## src/rtl/gate_truth_table_sequencer.sv

```systemverilog
// Purpose : exhaustive 3-input gate tester. Drives vectors 0..7 on {a,b,c}, holds each
//           for SETTLE_CYCLES, samples d for one cycle and scores it against the latched op.
// Latency : start accepted at edge k -> done pulse in cycle k+1+8*(SETTLE_CYCLES+1).
// Backpressure: none; start is only sampled in IDLE, ignored while busy or in DONE.
//
// Ports
//   clk, rst_n          : clock, asynchronous active-low reset
//   start, op[1:0]      : run request and expected function (00 NAND3, 01 NOR3, 10 XOR3, 11 AND3)
//   a, b, c             : registered stimulus to the gate under test (a = MSB of vector)
//   d                   : response from the gate under test
//   busy, done          : run in progress / one-cycle end-of-run pulse
//   pass, err_count     : all vectors matched / number of mismatching vectors
//   fail_valid, fail_vec: a mismatch was seen / vector of the first mismatch
module gate_truth_table_sequencer #(
    // Cycles each vector is held before it is checked; meaningful range 1..15.
    parameter int unsigned SETTLE_CYCLES = 2
) (
    input  logic       clk,
    input  logic       rst_n,
    input  logic       start,
    input  logic [1:0] op,
    output logic       a,
    output logic       b,
    output logic       c,
    input  logic       d,
    output logic       busy,
    output logic       done,
    output logic       pass,
    output logic [3:0] err_count,
    output logic       fail_valid,
    output logic [2:0] fail_vec
);

    typedef enum logic [1:0] {
        IDLE  = 2'd0,
        DRIVE = 2'd1,
        CHECK = 2'd2,
        DONE  = 2'd3
    } state_t;

    // Settle counter counts 0..SETTLE_CYCLES-1 inside DRIVE.
    localparam logic [3:0] SETTLE_LAST = 4'(SETTLE_CYCLES - 1);

    localparam logic [1:0] OP_NAND = 2'b00;
    localparam logic [1:0] OP_NOR  = 2'b01;
    localparam logic [1:0] OP_XOR  = 2'b10;
    localparam logic [1:0] OP_AND  = 2'b11;

    state_t     state_q,      state_d;
    logic [2:0] vec_q,        vec_d;
    logic [3:0] settle_q,     settle_d;
    logic [1:0] op_q,         op_d;
    logic [2:0] abc_q,        abc_d;
    logic       busy_q,       busy_d;
    logic       done_q,       done_d;
    logic       pass_q,       pass_d;
    logic [3:0] err_count_q,  err_count_d;
    logic       fail_valid_q, fail_valid_d;
    logic [2:0] fail_vec_q,   fail_vec_d;

    logic       expected;
    logic       mismatch;

    // Expected gate response for the vector currently on the pins.
    always_comb begin
        expected = 1'b0;
        case (op_q)
            OP_NAND: expected = ~(abc_q[2] & abc_q[1] & abc_q[0]);
            OP_NOR:  expected = ~(abc_q[2] | abc_q[1] | abc_q[0]);
            OP_XOR:  expected =   abc_q[2] ^ abc_q[1] ^ abc_q[0];
            OP_AND:  expected =   abc_q[2] & abc_q[1] & abc_q[0];
            default: expected = 1'b0;
        endcase
    end

    assign mismatch = (state_q == CHECK) && (d != expected);

    // Next-state and result bookkeeping.
    always_comb begin
        state_d      = state_q;
        vec_d        = vec_q;
        settle_d     = settle_q;
        op_d         = op_q;
        pass_d       = pass_q;
        err_count_d  = err_count_q;
        fail_valid_d = fail_valid_q;
        fail_vec_d   = fail_vec_q;

        case (state_q)
            IDLE: begin
                if (start) begin
                    state_d      = DRIVE;
                    op_d         = op;
                    vec_d        = 3'd0;
                    settle_d     = 4'd0;
                    pass_d       = 1'b0;
                    err_count_d  = 4'd0;
                    fail_valid_d = 1'b0;
                    fail_vec_d   = 3'd0;
                end
            end
            DRIVE: begin
                if (settle_q == SETTLE_LAST) begin
                    state_d  = CHECK;
                    settle_d = 4'd0;
                end else begin
                    settle_d = settle_q + 4'd1;
                end
            end
            CHECK: begin
                if (mismatch) begin
                    err_count_d = err_count_q + 4'd1;
                    // Only the first failing vector is recorded.
                    if (!fail_valid_q) begin
                        fail_valid_d = 1'b1;
                        fail_vec_d   = vec_q;
                    end
                end
                if (vec_q == 3'd7) begin
                    state_d = DONE;
                    // Uses the updated count so the last vector's result is included.
                    pass_d  = (err_count_d == 4'd0);
                end else begin
                    state_d = DRIVE;
                    vec_d   = vec_q + 3'd1;
                end
            end
            DONE: begin
                state_d = IDLE;
            end
            default: begin
                state_d = IDLE;
            end
        endcase
    end

    // Outputs are registered off the next state so the new vector is on the pins
    // during the very first DRIVE cycle.
    always_comb begin
        busy_d = (state_d == DRIVE) || (state_d == CHECK);
        done_d = (state_d == DONE);
        abc_d  = busy_d ? vec_d : 3'd0;
    end

    always_ff @(posedge clk or negedge rst_n) begin
        if (!rst_n) begin
            state_q      <= IDLE;
            vec_q        <= 3'd0;
            settle_q     <= 4'd0;
            op_q         <= 2'd0;
            abc_q        <= 3'd0;
            busy_q       <= 1'b0;
            done_q       <= 1'b0;
            pass_q       <= 1'b0;
            err_count_q  <= 4'd0;
            fail_valid_q <= 1'b0;
            fail_vec_q   <= 3'd0;
        end else begin
            state_q      <= state_d;
            vec_q        <= vec_d;
            settle_q     <= settle_d;
            op_q         <= op_d;
            abc_q        <= abc_d;
            busy_q       <= busy_d;
            done_q       <= done_d;
            pass_q       <= pass_d;
            err_count_q  <= err_count_d;
            fail_valid_q <= fail_valid_d;
            fail_vec_q   <= fail_vec_d;
        end
    end

    assign a          = abc_q[2];
    assign b          = abc_q[1];
    assign c          = abc_q[0];
    assign busy       = busy_q;
    assign done       = done_q;
    assign pass       = pass_q;
    assign err_count  = err_count_q;
    assign fail_valid = fail_valid_q;
    assign fail_vec   = fail_vec_q;

endmodule
```

## config.mk

```make
export PLATFORM = sky130hd
export DESIGN_NAME = gate_truth_table_sequencer
export DESIGN_NICKNAME = d
export VERILOG_FILES = /design/src/rtl/gate_truth_table_sequencer.sv
export SDC_FILE = /design/constraint.sdc
export NUM_CORES = 1
export LEC_CHECK = 0
export ABC_AREA = 1
export CELL_PAD_IN_SITES_DETAIL_PLACEMENT = 1
export CELL_PAD_IN_SITES_GLOBAL_PLACEMENT = 2
export CORE_MARGIN = 3
export CORE_UTILIZATION = 34
export DETAILED_ROUTE_END_ITERATION = 7
export GPL_TIMING_DRIVEN = 0
export PLACE_DENSITY_LB_ADDON = 0.1
export SLEW_MARGIN = 20
export SYNTH_ARGS = -nofsm -noshare
export SYNTH_HDL_FRONTEND = slang
export SYNTH_SLANG_ARGS = --single-unit
```

## constraint.sdc

```tcl
create_clock -name clk -period 4 [get_ports clk]
set_input_delay 0.8 -clock clk [delete_from_list [all_inputs] [get_ports clk]]
set_output_delay 0.8 -clock clk [all_outputs]
set_load 0.005 [all_outputs]
```

---- Word-level counts from Yosys, hierarchy flattened ----
Cells that the tools add are included.
operators by class
  bitwise logic cells ..................... 8
  reduce and logical (&&, ||, !) cells .... 13
  eq/ne operators ......................... 16
  multiplexer cells ....................... 24
  add/sub/neg operators ................... 3
operators by type and width
  operator                                                number
  two-way mux 3 bit                                       6
  two-way mux 4 bit                                       4
  case mux 4 bit (2 select lines)                         2
  equality test 2 bit (second input constant)             6
  case mux 3 bit (2 select lines)                         2
  adder 4 x 1 -> 4 bit (second input constant)            2
  case mux 2 bit (4 select lines)                         1
  equality test 2 x 1 -> 1 bit (second input constant)    3
  two-way mux 2 bit                                       3
  inequality test 2 bit (second input constant)           3
  AND reduction 2 bit                                     3
  AND reduction 3 bit                                     2
  equality test 4 x 1 -> 1 bit (second input constant)    1
  logical NOT 2 bit                                       2
  logical NOT 4 bit                                       1
  case mux 1 bit (2 select lines)                         2
  case mux 1 bit (4 select lines)                         1
  AND reduction 4 bit                                     1
  nonzero test 2 bit                                      2
  adder 3 x 1 -> 3 bit (second input constant)            1
  equality test 3 bit (second input constant)             1
  two-way mux 1 bit                                       3
  AND 1 bit                                               2
  inequality test 2 x 1 -> 1 bit (second input constant)  1
  other kinds (6)                                         9
word-level totals
  register bits after elaboration ......... 25
  bits of input ports ..................... 6
  word-level logic and storage cells ...... 75

---- Longest topological paths before layout ----
Gate-level depths: netlist of the first run.
  word-level depth ........................ 11
  depth in mapped cells ................... 14

---- Least setup slack after synthesis of the first run ----
OpenSTA, ideal clock, no wires.
  path type ............................... in2reg
  start point ............................. input port start
  end point ............................... register abc_q[0]
  path buffers ............................ 0
  arrival ................................. 1634 ps
  data required time ...................... 3881 ps
  setup slack ............................. 2247 ps
  stages on the path ...................... 6
  library setup time ...................... 119 ps
  cells stage by stage .................... nand2_2 > nand2_1 > inv_2 > nand2_1 > ha_1 > and2_1
on the way
  longest elaborated chain between the ends .. 5
ends and longest elaborated chain
  what                                                                        RTL line  text
  start: declaration                                                          20        input logic start,
  two-way mux 2 bit *                                                         91        if (start) begin
  case mux 2 bit (4 select lines) *                                           89        case (state_q)
  named net state_d[0]                                                        49        state_t state_q, state_d;
  equality test 2 x 1 -> 1 bit / equality test 2 bit (equally long branches)  140       busy_d = (state_d == DRIVE) || (state_d == CHECK);
  logical OR 1 bit *                                                          140
  named net busy_d                                                            54        logic busy_q, busy_d;
  two-way mux 3 bit *                                                         142       abc_d = busy_d ? vec_d : 3'd0;
  named net abc_d[0]                                                          53        logic [2:0] abc_q, abc_d;
  end signal: assignment                                                      151       abc_q <= 3'd0;
  end signal: assignment                                                      163       abc_q <= abc_d;
  end: declaration                                                            53
Mark *: on every way through the listed nets, which the timed path passes. The rest lies on a longest branch.
A chain may end at the register's enable or synchronous reset.

---- Worst setup path in the final report of the first run ----
  start point ............................. input port start
  end point ............................... register abc_q[1]
Same word-level chain as after synthesis.

==> parameters.txt, run 1 <==
Parameter                              Value

Synth
  Netlist cell types    28
  Yosys top cell area share    0.473
  Portion of the post-synthesis area used by sequential elements    0.473
  Most used standard cell by instance count after synthesis    nand2_1
  Async set or reset register ratio after synthesis    1.00
  Most instantiated flip-flop cell in the synthesis netlist    dfrtp_1
  Top cell type by total area after synthesis    dfrtp_1
  Post-synthesis average cell area    8.87 um^2
  Yosys reg bits    25
  Count of mapped cells out of synthesis    149
  Syn nets    162
  Top post-synthesis cells by area    dfrtp_1 47%, nand2_1 11%, ha_1 6.6%
  Number of synthesized flops with an enable pin    0
  Commonest cells in the netlist    38 x nand2_1, 25 x dfrtp_1, 15 x inv_1
  Post-synthesis instance area    1320 um^2
  Synthesis Warnings    0

Run
  Reported max-cap violation count    0

Power
  Total design power    1.01 mW
  Switching portion of total power    0.423
  Part of the power in the clock network    0.155
  Internal Pwr Total    584 uW
  Maximum resistive drop on vdd    340 uV
  Power share of the sequential group    0.388
  Net Sw Power    428 uW
  Leakage Power    0.794 nW
  Power per cell area    626 nW/um^2
  Gate power share    0.457

Routing
  Drt total wl    2980 um
  Total via count in the routed design    1056
  Detail-routed via count per cell    4.80
  Initial DRC count    31
  Count of nets left with antenna violations after detail routing    0
  Avg WL per Cell    13.5 um
  Remaining DRCs    0
  Pre-antenna DRT Iters    4

Floorplanning
  Row count    22
  I/O Pins    20
  Core ar.    3720 um^2
  Width of the die    68.3 um
  Starting density of the core    0.356
  Die Height    68.3 um
  Floorplan die area    4670 um^2

Critical path
  Worst-path maximum fanout    7
  Required time worst endpoint    4.19 ns
  Classification of the worst setup path    input port to flop
  Data arrival time of the critical path    2.32 ns
  Type of origin of the critical path    input port
  Sort of element at the end of the critical path    flop

Placed design
  Final weighted congestion of routability-driven global placement    0.745
  Post-Place Worst Slack    1.55 ns
  Detailed placement HPWL    2320 um
  Input/output buffers    19

Global routing
  Pin count of the biggest net entering global routing    26
  Global-route wire length before repair    5000 um
  Number of antenna violations at the first check in global routing    0
  Total global-route track usage    0.143
  Vias in the first global route    1101
  Overall overflow remaining after global route    0

Clocking
  Number of hold-repair buffers added at the cts stage    0
  Number of buffers between clock root and the deepest sink    2
  CTS sink count    25
  Post-CTS clock slew at the launch and capture registers of the worst setup and hold paths    0.09 ns
  Latest clock arrival within the worst-skew pair    0.27 ns
  Cts bufs inserted    3
  Post-CTS setup buffers    0
  H-tree levels    1
  Clock root buffer    clkbuf_8
  TritonCTS clock tree    done
  Total of cells resized after clock tree synthesis    0

Cells and area
  Share of the core filled with cells    0.435
  Post-layout net count    186
  Relative area change from synthesis to final layout    22.3%
  Share of post-route cells with drive strength above 1    0.192
  Inserted Diodes    0

STA
  Setup repair after global routing missed its margin    no
  Final critical delay including setup and external delays    2.12 ns
  Smallest setup slack after layout    1.88 ns
  Number of hold violations in the final report    0
  Worst max-slew margin expressed relative to the limit    0.604
  Peak clock frequency supported by timing    471 MHz
  Aggregate negative setup slack    0 ns
  Slew Viols, Final    0
  Worst Max-Slew Pin Slew    0.594 ns
  Skew final    0.00229 ns
  Share of the clock period used by the worst path after layout    0.531
  Final setup viols    0
  Post-Route Hold Slack    0.499 ns

Run status
  Outcome    complete, no violations

Min path
  Class of the tightest hold or removal check    flop to flop
==> sequential cells by signal (all words and copies together) (netlist names) <==
signal      count
fail_valid      1
fail_vec        3
pass            1
abc_q           3
op_q            2
vec_q           3
settle_q        4
err_count       4
done            1
state_q         2
busy            1
==> metal layers <==
| metal | up-vias | wire length [um] | track usage |
|---|---|---|---|
| met5 | - | 0 | 0 |
| met4 | 0 | 37 | 0.0447 |
| met3 | 5 | 72 | 0.0213 |
| met2 | 14 | 1450 | 0.238 |
| met1 | 516 | 1420 | 0.191 |
| li1 | 521 | - | - |
==> worst max-delay path, stage by stage <==
cell	delay, ns
clkdlybuf4s50_1	0.42
nand2_2	0.16
nand2_1	0.17
inv_2	0.15
nand2_1	0.08
ha_1	0.33
a21boi_1	0.20
==> placed cells by master (no fill, tap or decap) <==
| cell type | netlist | routed |
|---|---|---|
| nand3_1 | 5 | 5 |
| dfrtp_1 | 25 | 25 |
| o21ai_1 | 2 | 2 |
| nor2_1 | 7 | 7 |
| inv_2 | 5 | 5 |
| nor2_2 | 2 | 2 |
| buf_2 | 1 | 2 |
| o22ai_1 | 3 | 3 |
| o21ai_2 | 3 | 3 |
| ha_1 | 7 | 7 |
| mux2_2 | 1 | 1 |
| nor2_4 | 1 | 1 |
| a21boi_1 | 1 | 1 |
| inv_1 | 15 | 15 |
| a21oi_2 | 1 | 1 |
| nand2_8 | 1 | 1 |
| nand2_4 | 1 | 1 |
| and2_1 | 1 | 1 |
| clkbuf_8 | 0 | 3 |
| o21ai_0 | 5 | 5 |
| nand4_1 | 5 | 5 |
| clkdlybuf4s50_1 | 0 | 18 |
| a21oi_1 | 2 | 2 |
| a31oi_1 | 1 | 1 |
| inv_4 | 1 | 1 |
| nand3_2 | 2 | 2 |
| nand2_1 | 38 | 38 |
| nand2_2 | 9 | 9 |
| clkinvlp_4 | 0 | 1 |
| xnor2_1 | 1 | 1 |
| xor2_1 | 3 | 3 |
==> metrics by stage <==
| stage | cell area, um^2 | instances |
|---|---|---|
| finish | 1620 | 220 |
| global route | 1620 | 220 |
| CTS | 1620 | 220 |
| detailed placement | 1570 | 216 |
| global placement | 1570 | 216 |
| floorplan | 1320 | 149 |
==> final cells by class <==
type	instances	area [um^2]
Tap cell	48	60.1
Clock buffer	3	41.3
Buffer	1	5.00
Clock inverter	1	7.51
Timing Repair Buffer	19	185
Multi-Input combinational cell	102	609
Inverter	21	81.3
Sequential cell	25	626
Fill cell	455	2100
==> cells by family after synthesis <==
logic type	after synthesis	share of synthesized area
buffers and inverters	22	0.0653
AOI/OAI and AO/OA	18	0.0852
and+or+nand+nor	72	0.275
muxes	1	0.00852
DFF	25	0.473
adders and majority gates	7	0.0663
xor gates and xnor gates	4	0.0265
==> worst paths after layout <==
check / to / slack [ns] / depth (start not counted) / from
min reg2reg: pass / 0.50 / 2 / pass
max reg2reg: pass / 2.27 / 12 / abc_q[2]
max: abc_q[1] / 1.88 / 7 / start
max in group asynchronous: vec_q[0] / 3.09 / 1 / rst_n
min: pass / 0.50 / 2 / pass
min in group asynchronous: err_count[0] / 0.52 / 1 / rst_n
==> power by group through the flow <==
| stage | Sequential [mW] | Clock [mW] | Combinational (mW) |
|---|---|---|---|
| 2_1_floorplan | 0.386 | 0 | 0.317 |
| 3_3_place_gp | 0.393 | 0 | 0.452 |
| 3_5_place_dp | 0.397 | 0 | 0.470 |
| 4_1_cts | 0.393 | 0.161 | 0.474 |
| 5_1_grt | 0.402 | 0.171 | 0.526 |
| 6_report | 0.392 | 0.157 | 0.463 |
(Power assumes the default switching activity.)
==> run 2, diff against run 1 <==
--- a/config.mk
+++ b/config.mk
@@ -9,7 +9,7 @@
 export CELL_PAD_IN_SITES_DETAIL_PLACEMENT = 1
 export CELL_PAD_IN_SITES_GLOBAL_PLACEMENT = 2
 export CORE_MARGIN = 3
-export CORE_UTILIZATION = 34
+export CORE_UTILIZATION = 32
 export DETAILED_ROUTE_END_ITERATION = 7
 export GPL_TIMING_DRIVEN = 0
 export PLACE_DENSITY_LB_ADDON = 0.1
==> constraint.sdc (replaced) <==
create_clock -name clk -period 2.2 [get_ports clk]
set_input_delay 0.44 -clock clk [delete_from_list [all_inputs] [get_ports clk]]
set_output_delay 0.44 -clock clk [all_outputs]
set_load 0.005 [all_outputs]
==> parameters.txt, run 2 (synthesis gave the netlist of run 1 again) <==
Parameter                              Value

Clocking
  Number of hold-repair buffers added at the cts stage    0 (unchanged)
  TritonCTS clock tree    done
  Latest clock arrival within the worst-skew pair    0.28 ns (about the same)
  CTS sink count    25 (unchanged)
  Post-CTS setup buffers    0 (unchanged)
  Total of cells resized after clock tree synthesis    0 (unchanged)
  Cts bufs inserted    3 (unchanged)
  Clock root buffer    clkbuf_8
  H-tree levels    1 (unchanged)
  Number of buffers between clock root and the deepest sink    2 (unchanged)
  Post-CTS clock slew at the launch and capture registers of the worst setup and hold paths    0.10 ns (about the same)

Critical path
  Cells on worst reg2reg path    11 (-1)
  Sort of element at the end of the critical path    flop
  Setup slack of the worst register-to-register path    0.46 ns (-1.81 ns)
  Launching point of the worst reg2reg path    abc_q[2]
  Critical R2R Capture    pass
  Classification of the worst setup path    input port to flop
  Required time worst endpoint    2.40 ns (-1.79 ns)
  Type of origin of the critical path    input port
  Worst-path maximum fanout    7 (unchanged)
  Data arrival time of the critical path    2.00 ns (-0.32 ns)

Cells and area
  Most used cells in the layout excluding fill and tap cells    38 x nand2_1, 25 x dfrtp_1, 18 x clkdlybuf4s50_1
  Post-route design area    1620 um^2 (about the same)
  Inserted Diodes    0 (unchanged)
  Leading cell type in the layout, fill and taps excluded    nand2_1
  Share of post-route cells with drive strength above 1    0.192 (unchanged)
  Post-layout net count    186 (unchanged)
  Share of the core filled with cells    0.422 (-0.0122)
  Relative area change from synthesis to final layout    22.3% (about the same)
  FILL cells    466 (+2.4%)

Routing
  Total via count in the routed design    1029 (-2.6%)
  Initial DRC count    25 (-19%)
  Detail-routed via count per cell    4.68 (-2.6%)
  Pre-antenna DRT Iters    2 (-2)
  Drt total wl    3100 um (+4.0%)
  Avg WL per Cell    14.1 um (+4.0%)
  Remaining DRCs    0 (unchanged)
  Count of nets left with antenna violations after detail routing    0 (unchanged)

Min path
  Class of the tightest hold or removal check    input port to async pin

Run
  Reported max-cap violation count    0 (unchanged)

Global routing
  Pin count of the biggest net entering global routing    26 (unchanged)
  Routing usage on met1    0.172 (-0.0187)
  Most used routing layer    met2
  Total global-route track usage    0.134 (-0.00976)
  Met3 Usage GRT    0.0201 (-0.00120)
  Number of antenna violations at the first check in global routing    0 (unchanged)
  Vias in the first global route    1122 (+1.9%)
  Overall overflow remaining after global route    0 (unchanged)
  Global-route wire length before repair    5250 um (+5.1%)
  GR Util met2    0.223 (-0.0148)

Floorplanning
  Core ar.    3830 um^2 (+3.0%)
  Starting density of the core    0.345 (-0.0102)
  Width of the die    70.3 um (+2.8%)
  Floorplan die area    4940 um^2 (+5.7%)
  Die Height    70.3 um (+2.8%)
  I/O Pins    20 (unchanged)
  Row count    22 (unchanged)

Power
  Power per cell area    1150 nW/um^2 (+84%)
  Leakage Power    0.799 nW (+0.55%)
  Maximum resistive drop on vdd    469 uV (+38%)

STA
  Final critical delay including setup and external delays    1.80 ns
  Aggregate negative setup slack    0 ns (unchanged)
  Share of the clock period used by the worst path after layout    0.818
  Setup repair after global routing missed its margin    no
  Worst Max-Slew Pin Slew    0.569 ns (-0.0248 ns)
  Worst max-slew margin expressed relative to the limit    0.621 (+0.0166)
  Skew final    0.0103 ns (+0.00799 ns)
  Peak clock frequency supported by timing    556 MHz
  Number of hold violations in the final report    0 (unchanged)
  Final setup viols    0 (unchanged)
  Slew Viols, Final    0 (unchanged)

Run status
  Outcome    complete, no violations

Placed design
  Placed instance area    1570 um^2 (unchanged)
  Input/output buffers    19 (unchanged)
  Final weighted congestion of routability-driven global placement    0.732 (-1.7%)
  Detailed placement HPWL    2450 um (+5.5%)
==> run 2: changes by cell type in the layout (fill, tap and decap cells not counted), sizes merged <==
cell      previous run  this run
clkinvlp             1         0
inv                 21        22
==> run 2: worst max-delay path, stage by stage <==
cell	delay [ns]
clkdlybuf4s50_1	0.42
nand2_2	0.16
nand2_1	0.19
inv_2	0.16
nand2_1	0.09
ha_1	0.33
a21boi_1	0.21
==> run 2: worst max-delay path by stage <==
stage	from	to	cells past startpoint
after floorplan	abc_q[2]	fail_vec[0]	12
after global placement	start	abc_q[1]	7
after detailed placement	start	abc_q[1]	7
after CTS	start	abc_q[1]	7
after global routing	start	abc_q[1]	7
final	start	abc_q[1]	7
==> run 2: routing by layer <==
layer  wire, um  up-vias
met3         79        5
met5          0        -
met1       1450      489
met4         46        0
met2       1520       13
li1           -      522
==> run 2: layout make-up <==
class | instances | area, um^2 | share of cell area
Multi-Input combinational cell | 102 | 609 | 0.377
Clock buffer | 3 | 41.3 | 0.0255
Clock inverter | 1 | 8.76 | 0.00542
Inverter | 21 | 81.3 | 0.0503
Buffer | 1 | 5.00 | 0.00310
Sequential cell | 25 | 626 | 0.387
Tap cell | 48 | 60.1 | 0.0372
Timing Repair Buffer | 19 | 185 | 0.115
==> run 2: through the flow <==
stage                     instances  worst slack [ns]  power, mW  hold WS [ns]
after floorplan                 149             0.644       1.28         0.144
final                           220             0.400       1.87         0.142
after global placement          216            0.0972       1.54         0.469
after global routing            220             0.261       2.03         0.173
after detailed placement        216            0.0688       1.60         0.471
after CTS                       220             0.366       1.90         0.162
==> run 2: report_power, final <==
| group | internal, mW | total (mW) | switching [mW] |
|---|---|---|---|
| Clock | 0.133 | 0.295 | 0.162 |
| Sequential | 0.593 | 0.716 | 0.123 |
| Combinational | 0.341 | 0.855 | 0.514 |
| Total | 1.07 | 1.87 | 0.798 |
